**src/rtl/kcc_pkg.sv**
```systemverilog
// Shared defaults and reference helpers for the tkeep <-> byte-count converter.
// Helpers work on the widest supported lane (16 bytes); callers cast to their width.
package kcc_pkg;

   localparam int KCC_KEEP_W    = 8;
   localparam int KCC_CNT_W     = 4;
   localparam int KCC_MAX_W     = 16;
   localparam int KCC_MAX_CNT_W = 5;

   function automatic logic [KCC_MAX_CNT_W-1:0] popcnt(input logic [KCC_MAX_W-1:0] keep);
      logic [KCC_MAX_CNT_W-1:0] n;
      n = '0;
      for (int i = 0; i < KCC_MAX_W; i++) begin
         n = n + KCC_MAX_CNT_W'(keep[i]);
      end
      return n;
   endfunction

   // Upper cnt bytes of a keep_w-byte lane; counts beyond keep_w saturate to all ones.
   function automatic logic [KCC_MAX_W-1:0] left_mask(input logic [KCC_MAX_CNT_W-1:0] cnt,
                                                      input int keep_w);
      logic [KCC_MAX_W-1:0] m;
      m = '0;
      for (int i = 0; i < KCC_MAX_W; i++) begin
         if ((i < keep_w) && (i >= keep_w - int'(cnt))) begin
            m[i] = 1'b1;
         end
      end
      return m;
   endfunction

endpackage

```
**src/rtl/kcc_popcount.sv**
```systemverilog
// Combinational pairwise adder tree counting the set bits of a tkeep mask.
module kcc_popcount
   import kcc_pkg::*;
#(
   parameter int KEEP_W = KCC_KEEP_W,
   parameter int CNT_W  = KCC_CNT_W
) (
   input  logic [KEEP_W-1:0] keep_i,
   output logic [CNT_W-1:0]  cnt_o
);

   // Each pass halves the number of partial sums; KEEP_W is a power of two.
   function automatic logic [CNT_W-1:0] tree_sum(input logic [KEEP_W-1:0] keep);
      logic [CNT_W-1:0] s [KEEP_W];
      for (int i = 0; i < KEEP_W; i++) begin
         s[i] = CNT_W'(keep[i]);
      end
      for (int w = KEEP_W / 2; w >= 1; w = w / 2) begin
         for (int i = 0; i < w; i++) begin
            s[i] = s[2*i] + s[2*i+1];
         end
      end
      return s[0];
   endfunction

   always_comb begin
      cnt_o = tree_sum(keep_i);
   end

endmodule

```
**src/rtl/keep_cnt_conv.sv**
```systemverilog
// tkeep -> byte count and byte count -> left-aligned tkeep, one registered stage.
// Optional build macro KCC_CHECK_EN adds keep_err, flagging non-contiguous tkeep masks.
module keep_cnt_conv
   import kcc_pkg::*;
#(
   parameter int KEEP_W = KCC_KEEP_W,
   parameter int CNT_W  = KCC_CNT_W
) (
   input  logic              clk,
   input  logic              rst,
   input  logic              in_valid,
   input  logic [KEEP_W-1:0] keep_in,
   input  logic [CNT_W-1:0]  cnt_in,
   output logic              out_valid,
   output logic [CNT_W-1:0]  cnt_out,
   output logic [KEEP_W-1:0] keep_out
`ifdef KCC_CHECK_EN
   ,
   output logic              keep_err
`endif
);

   // Handshake: in_valid qualifies keep_in/cnt_in every cycle with no ready; out_valid is
   // in_valid delayed one cycle, and data outputs hold their last value while it is low.

   logic              out_valid_q, out_valid_d;
   logic [CNT_W-1:0]  cnt_q, cnt_d;
   logic [KEEP_W-1:0] keep_q, keep_d;
   logic [CNT_W-1:0]  pop_cnt;

   kcc_popcount #(
      .KEEP_W (KEEP_W),
      .CNT_W  (CNT_W)
   ) u_popcount (
      .keep_i (keep_in),
      .cnt_o  (pop_cnt)
   );

   always_comb begin
      out_valid_d = in_valid;
      cnt_d       = cnt_q;
      keep_d      = keep_q;
      if (in_valid) begin
         cnt_d  = pop_cnt;
         keep_d = KEEP_W'(left_mask(KCC_MAX_CNT_W'(cnt_in), KEEP_W));
      end
   end

   always_ff @(posedge clk) begin
      if (rst) begin
         out_valid_q <= 1'b0;
         cnt_q       <= '0;
         keep_q      <= '0;
      end else begin
         out_valid_q <= out_valid_d;
         cnt_q       <= cnt_d;
         keep_q      <= keep_d;
      end
   end

   assign out_valid = out_valid_q;
   assign cnt_out   = cnt_q;
   assign keep_out  = keep_q;

`ifdef KCC_CHECK_EN
   logic keep_err_q, keep_err_d;
   logic keep_bad;

   // Legal masks are 2^n-1: adding one clears every set bit. Zero passes too.
   always_comb begin
      keep_bad   = (keep_in & (keep_in + KEEP_W'(1))) != '0;
      keep_err_d = keep_err_q;
      if (in_valid) begin
         keep_err_d = keep_bad;
      end
   end

   always_ff @(posedge clk) begin
      if (rst) begin
         keep_err_q <= 1'b0;
      end else begin
         keep_err_q <= keep_err_d;
      end
   end

   assign keep_err = keep_err_q;
`endif

endmodule

```
**config.mk**
```make
export PLATFORM = sky130hd
export DESIGN_NAME = keep_cnt_conv
export DESIGN_NICKNAME = d
export VERILOG_FILES = /design/src/rtl/kcc_pkg.sv /design/src/rtl/kcc_popcount.sv /design/src/rtl/keep_cnt_conv.sv
export SDC_FILE = /design/constraint.sdc
export NUM_CORES = 1
export LEC_CHECK = 0
export CAP_MARGIN = 20
export CORE_MARGIN = 8
export CORE_UTILIZATION = 25
export CTS_CLUSTER_DIAMETER = 200
export DETAILED_ROUTE_END_ITERATION = 16
export PLACE_DENSITY_LB_ADDON = 0.25
export SLEW_MARGIN = 20
export SYNTH_ARGS = -nofsm -noshare
export SYNTH_HDL_FRONTEND = slang
export SYNTH_SLANG_ARGS = --single-unit
```
**constraint.sdc**
```tcl
create_clock -name clk -period 2.6 [get_ports clk]
set_input_delay 0.65 -clock clk [delete_from_list [all_inputs] [get_ports clk]]
set_output_delay 0.65 -clock clk [all_outputs]
set_load 0.01 [all_outputs]
```
# Word level (Yosys, flattened, before mapping)
# Index checks and enable logic that the tools add are counted.
[word_totals]
ff_bits = 13
ram_bits = 0
mem_count = 0
elab_cells = 27
rom_bits = 0
latchBits = 0
[classes]
n_eq_ne = 0
reduce_logical = 0
div = 0
order_cmp = 8
bitwise = 0
n_addsub = 8
n_shift = 0
n_mul = 0
mux = 8
[ops]
columns = ["operator", "n"]
rows = [
  ["4-bit by 32-bit greater-or-equal comparator with 1-bit output, first input constant", 4],
  ["3-bit by 32-bit greater-or-equal comparator with 1-bit output, first input constant", 2],
  ["1-bit by 32-bit greater-or-equal comparator with 1-bit output, first input constant", 1],
  ["2-bit by 32-bit greater-or-equal comparator with 1-bit output, first input constant", 1],
  ["4-bit adder", 3],
  ["1-bit by 1-bit adder with 2-bit output", 4],
  ["1-bit two-way mux", 8],
  ["4-bit by 4-bit subtractor with 5-bit output, first input constant", 1],
]

# Logic depth before layout (Yosys ltp)
[logic_depth]
word_depth = 3
mapped_depth = 10
mapped_depth_nobuf = 9

# Modules after synthesis
# From an unflattened synthesis, not the netlist that was laid out.
[unflattened]
hier_cells = 113
area_unflattened_um2 = 983.4
[modules_own_cells]
columns = ["mod", "area_per_inst_um2", "n_inst", "cells_per_inst", "seq_area_each_um2"]
rows = [
  ["keep_cnt_conv", 753.2, 1, 88, 260.2],
  ["kcc_popcount", 230.2, 1, 25, 0.0],
]

# Worst setup path before layout
# No wires, ideal clock.
[synth_timing]
kind = "input to register"
start = "input keep_in[0]"
end = "register cnt_q[2], in the netlist cnt_out[2]"
setup_time_ns = 0.128
path_stages = 9
setup_slack_ns = -0.180
required_time_ns = 2.472
n_path_buf = 0
arrival_ns = 2.652
path_cell_list = "ha_1 -> inv_1 -> fa_1 -> inv_1 -> fa_1 -> ha_1 -> fa_1 -> mux2i_1 -> nor2_1"
[synth_via]
elab_chain_cells = 3
[synth_lines]
columns = ["item", "line_no", "source"]
rows = [
  ["from (decl)", "keep_cnt_conv.sv:12", "input logic [KEEP_W-1:0] keep_in,"],
  ["1-bit by 1-bit adder with 2-bit output", "kcc_popcount.sv:20", "s[i] = s[2*i] + s[2*i+1];"],
  ["4-bit adder (2 in a row)", "kcc_popcount.sv:20", ""],
  ["via pop_cnt[2]", "keep_cnt_conv.sv:29", "logic [CNT_W-1:0] pop_cnt;"],
  ["to (signal assigned)", "keep_cnt_conv.sv:56", "cnt_q <= cnt_d;"],
  ["to (decl)", "keep_cnt_conv.sv:27", "logic [CNT_W-1:0] cnt_q, cnt_d;"],
]
# The timed path passes the listed nets, and every way through them passes these cells.
# A chain may end at the register's enable or synchronous reset.

# Worst setup path after layout
# Ends and elaborated chain as after synthesis.

==> results.md <==
- Status: finished, final reports clean
- WL final: 2230 um
- Final period util: 98.5%
- DR pass1 iterations: 3
- Buf/Inv on CP: 3
- Die footprint: 6090 um^2
- Cell Area, Synth: 962 um^2
- Crit path max-delay family: adder cells
- Cell mode on critical path: fa_1
- DRT iter0 DRCs: 16
- First-pass GRT wire length: 3750 um
- Clock sink count: 13
- CTS tree: done
- Vias/cell: 4.43
- Clock latency on the worst-skew pair: 0.23 ns
- Mux cell area share after synthesis: 4.16%
- Yosys top cell area share: 27.0%
- Crit path cell chain: buf_6, ha_4, inv_2, fa_1, inv_1, fa_1, ha_2, fa_1, mux2i_1, nor2_1
- Die width: 78.0 um
- Row count: 22
- Leak: 0.600 nW
- GP Congestion: 0.755
- Post-DP HPWL: 1790 um
- Max incr delay on CP: 0.52 ns
- Max Slew Vio Count: 0
- Total GRT Usage: 7.32%
- Grt ovf: 0
- Simple-gate area share of the yosys netlist: 17.6%
- Critical path's slowest cell: fa_1
- Synthesis warning total: 0
- Slew headroom: 68.5%
- Fin crit period: 2.56 ns
- Most frequent cells in the layout: clkdlybuf4s50_1, nor2_1, dfxtp_1, buf_4, inv_1
- H-tree levels: 1
- Leading cell type in the layout, fill and taps excluded: clkdlybuf4s50_1
- Total CTS buffers: 3
- Pwr Total: 0.640 mW
- Critical Path Fanout Max: 1
- IO Pins: 28
- PnR worst setup slack: 0.0377 ns
- Setup Skew: 0 ns
- Worst slew pin tran: 0.472 ns
- Hold-fix buffers, CTS: 0
- Worst Path Arrival: 2.67 ns
- Vias in the first global route: 878
- Cell Pwr Density: 441 nW/um^2
- Synth Instances: 107
- Maximum vdd drop: 0.143 mV
- IO buf count: 27
- Synth-to-Final Area Change: 50.6%
- Die Height: 78.0 um
- Complex-gate fraction of the synthesized area: 18.5%
- RSZ-0062 raised after global routing: yes
- Mapped Nets: 135
- Max Cap Violations: 0
- Clock-pin slew on the worst setup and hold paths: 0.05 ns
- Largest net degree at the start of global routing: 15
- Via count: 847
- Nets: 172
- Startpoint Class: primary input
- Critical path class: primary input to flip-flop
- Final Hold Viols: 0
- Antenna violations before repair: 0
- # diodes: 0
- Final ANT Viol Nets: 0
- Clk buf depth: 2
- Leading area contributor after synthesis: dfxtp_1
- Share of cells above drive strength 1: 28.7%
- Pre-CTS WS: -0.703 ns
- Post-Syn Area per Cell: 8.99 um^2
- Number of synthesized register bits: 13
- Clk root buf: clkbuf_8
- Setup violations, final: 0
- HP Class: flip-flop to flip-flop
- Fmax: 390 MHz
- Adder-Cell Fraction of Synth Area: 20.0%
- Post-synthesis xor/xnor area fraction: 1.82%
- Largest family of logic cells by synthesized area: adder cells
- Worst endpoint required time: 2.71 ns
- Post-synth cell types: 34
- Initial Utilization: 26.1%
- Crit end category: flip-flop
- Sequential cell area fraction in the yosys report: 27.0%
- Largest cells by area after synthesis: dfxtp_1, ha_1, fa_1, nor2_1, inv_1
- Placed Instances: 187
- Wire per inst: 11.7 um
- DRC violations left: 0
- Core box area: 3690 um^2
- Non-filler instance count after layout: 191
- Worst hold slack: 0.482 ns
[metal layers]
metal / routed length, um / GRT usage [%] / vias up / share of wire [%]
met1: 1040 / 8.54 / 389 / 47
li1: - / - / 436 / -
met5: 0 / 0 / - / 0
met2: 1050 / 11.8 / 20 / 47
met4: 34 / 5.00 / 0 / 1.5
met3: 103 / 1.59 / 2 / 4.6
[synth_stat cells, drive strengths merged]
cell and n:
or2 1, or3b 1, a21oi 1, fa 4, a22oi 1, a32o 1, xnor2 2, nor3 4
o211ai 1, a221o 1, nand2 3, a21o 1, ha 9, a211oi 3, clkbuf 2, dfxtp 13
a311oi 4, o21a 1, nor4 2, mux2i 4, buf 6, o31ai 1, nor2b 3, nand2b 3
nor2 14, o21ai 5, a211o 1, nor3b 1, o31a 1, inv 13
[path summary, 6_finish.rpt]
check                    from  slack (ns)  cells after the start     endpoint
setup / recovery   keep_in[0]        0.04                     10   cnt_out[2]
hold / removal    keep_out[2]        0.48                      2  keep_out[2]
setup reg to reg  keep_out[6]        1.90                      2  keep_out[6]
hold reg to reg   keep_out[2]        0.48                      2  keep_out[2]
[cells by family after synthesis]
group	Yosys count
XOR/XNOR	2
buffers and inverters	21
flip-flops	13
adder cells (fa/ha/maj)	13
AO/OA/AOI/OAI	22
multiplexers	4
AND/OR/NAND/NOR	32
[flip-flops by register name, summed over array words and instances (netlist names)]
| signal | flops |
|---|---|
| cnt_out | 4 |
| out_valid | 1 |
| keep_out | 8 |
[timing repair]
item / in CTS / in global routing
pin swaps: 8 / 3
gates resized for setup: 30 / 6
setup buffers: 0 / 0
endpoints found under the setup margin: 3 / 3
hold endpoints to repair: 0 / 0
[power breakdown]
part	total, mW	internal (mW)	switching, mW
Clock	0.173	0.108	0.0652
Combinational	0.235	0.129	0.106
Sequential	0.231	0.221	0.0103
Total	0.640	0.458	0.182
[through the flow]
step / TNS, ns / cell area (um^2) / util, %
floorplan: -0.126 / 980 / -
global placement: -1.90 / 1350 / 36.6
detailed placement: -1.92 / 1350 / 36.6
CTS: -0.0130 / 1410 / 38.2
global route: -0.0590 / 1450 / 39.3
finish: 0 / 1450 / 39.3
[final cells by class]
cell class,count,area (um^2)
Fill cell,391,2240
Multi-Input combinational cell,73,678
Tap cell,48,60.1
Clock buffer,4,45.0
Sequential cell,13,260
Timing Repair Buffer,40,357
Inverter,13,48.8
[worst register-to-register path: stages (launching register included)]
cell      delay [ns]
dfxtp_1         0.33
nor2_1          0.04
a311oi_1        0.23
Power figures use the tool's default switching activity.
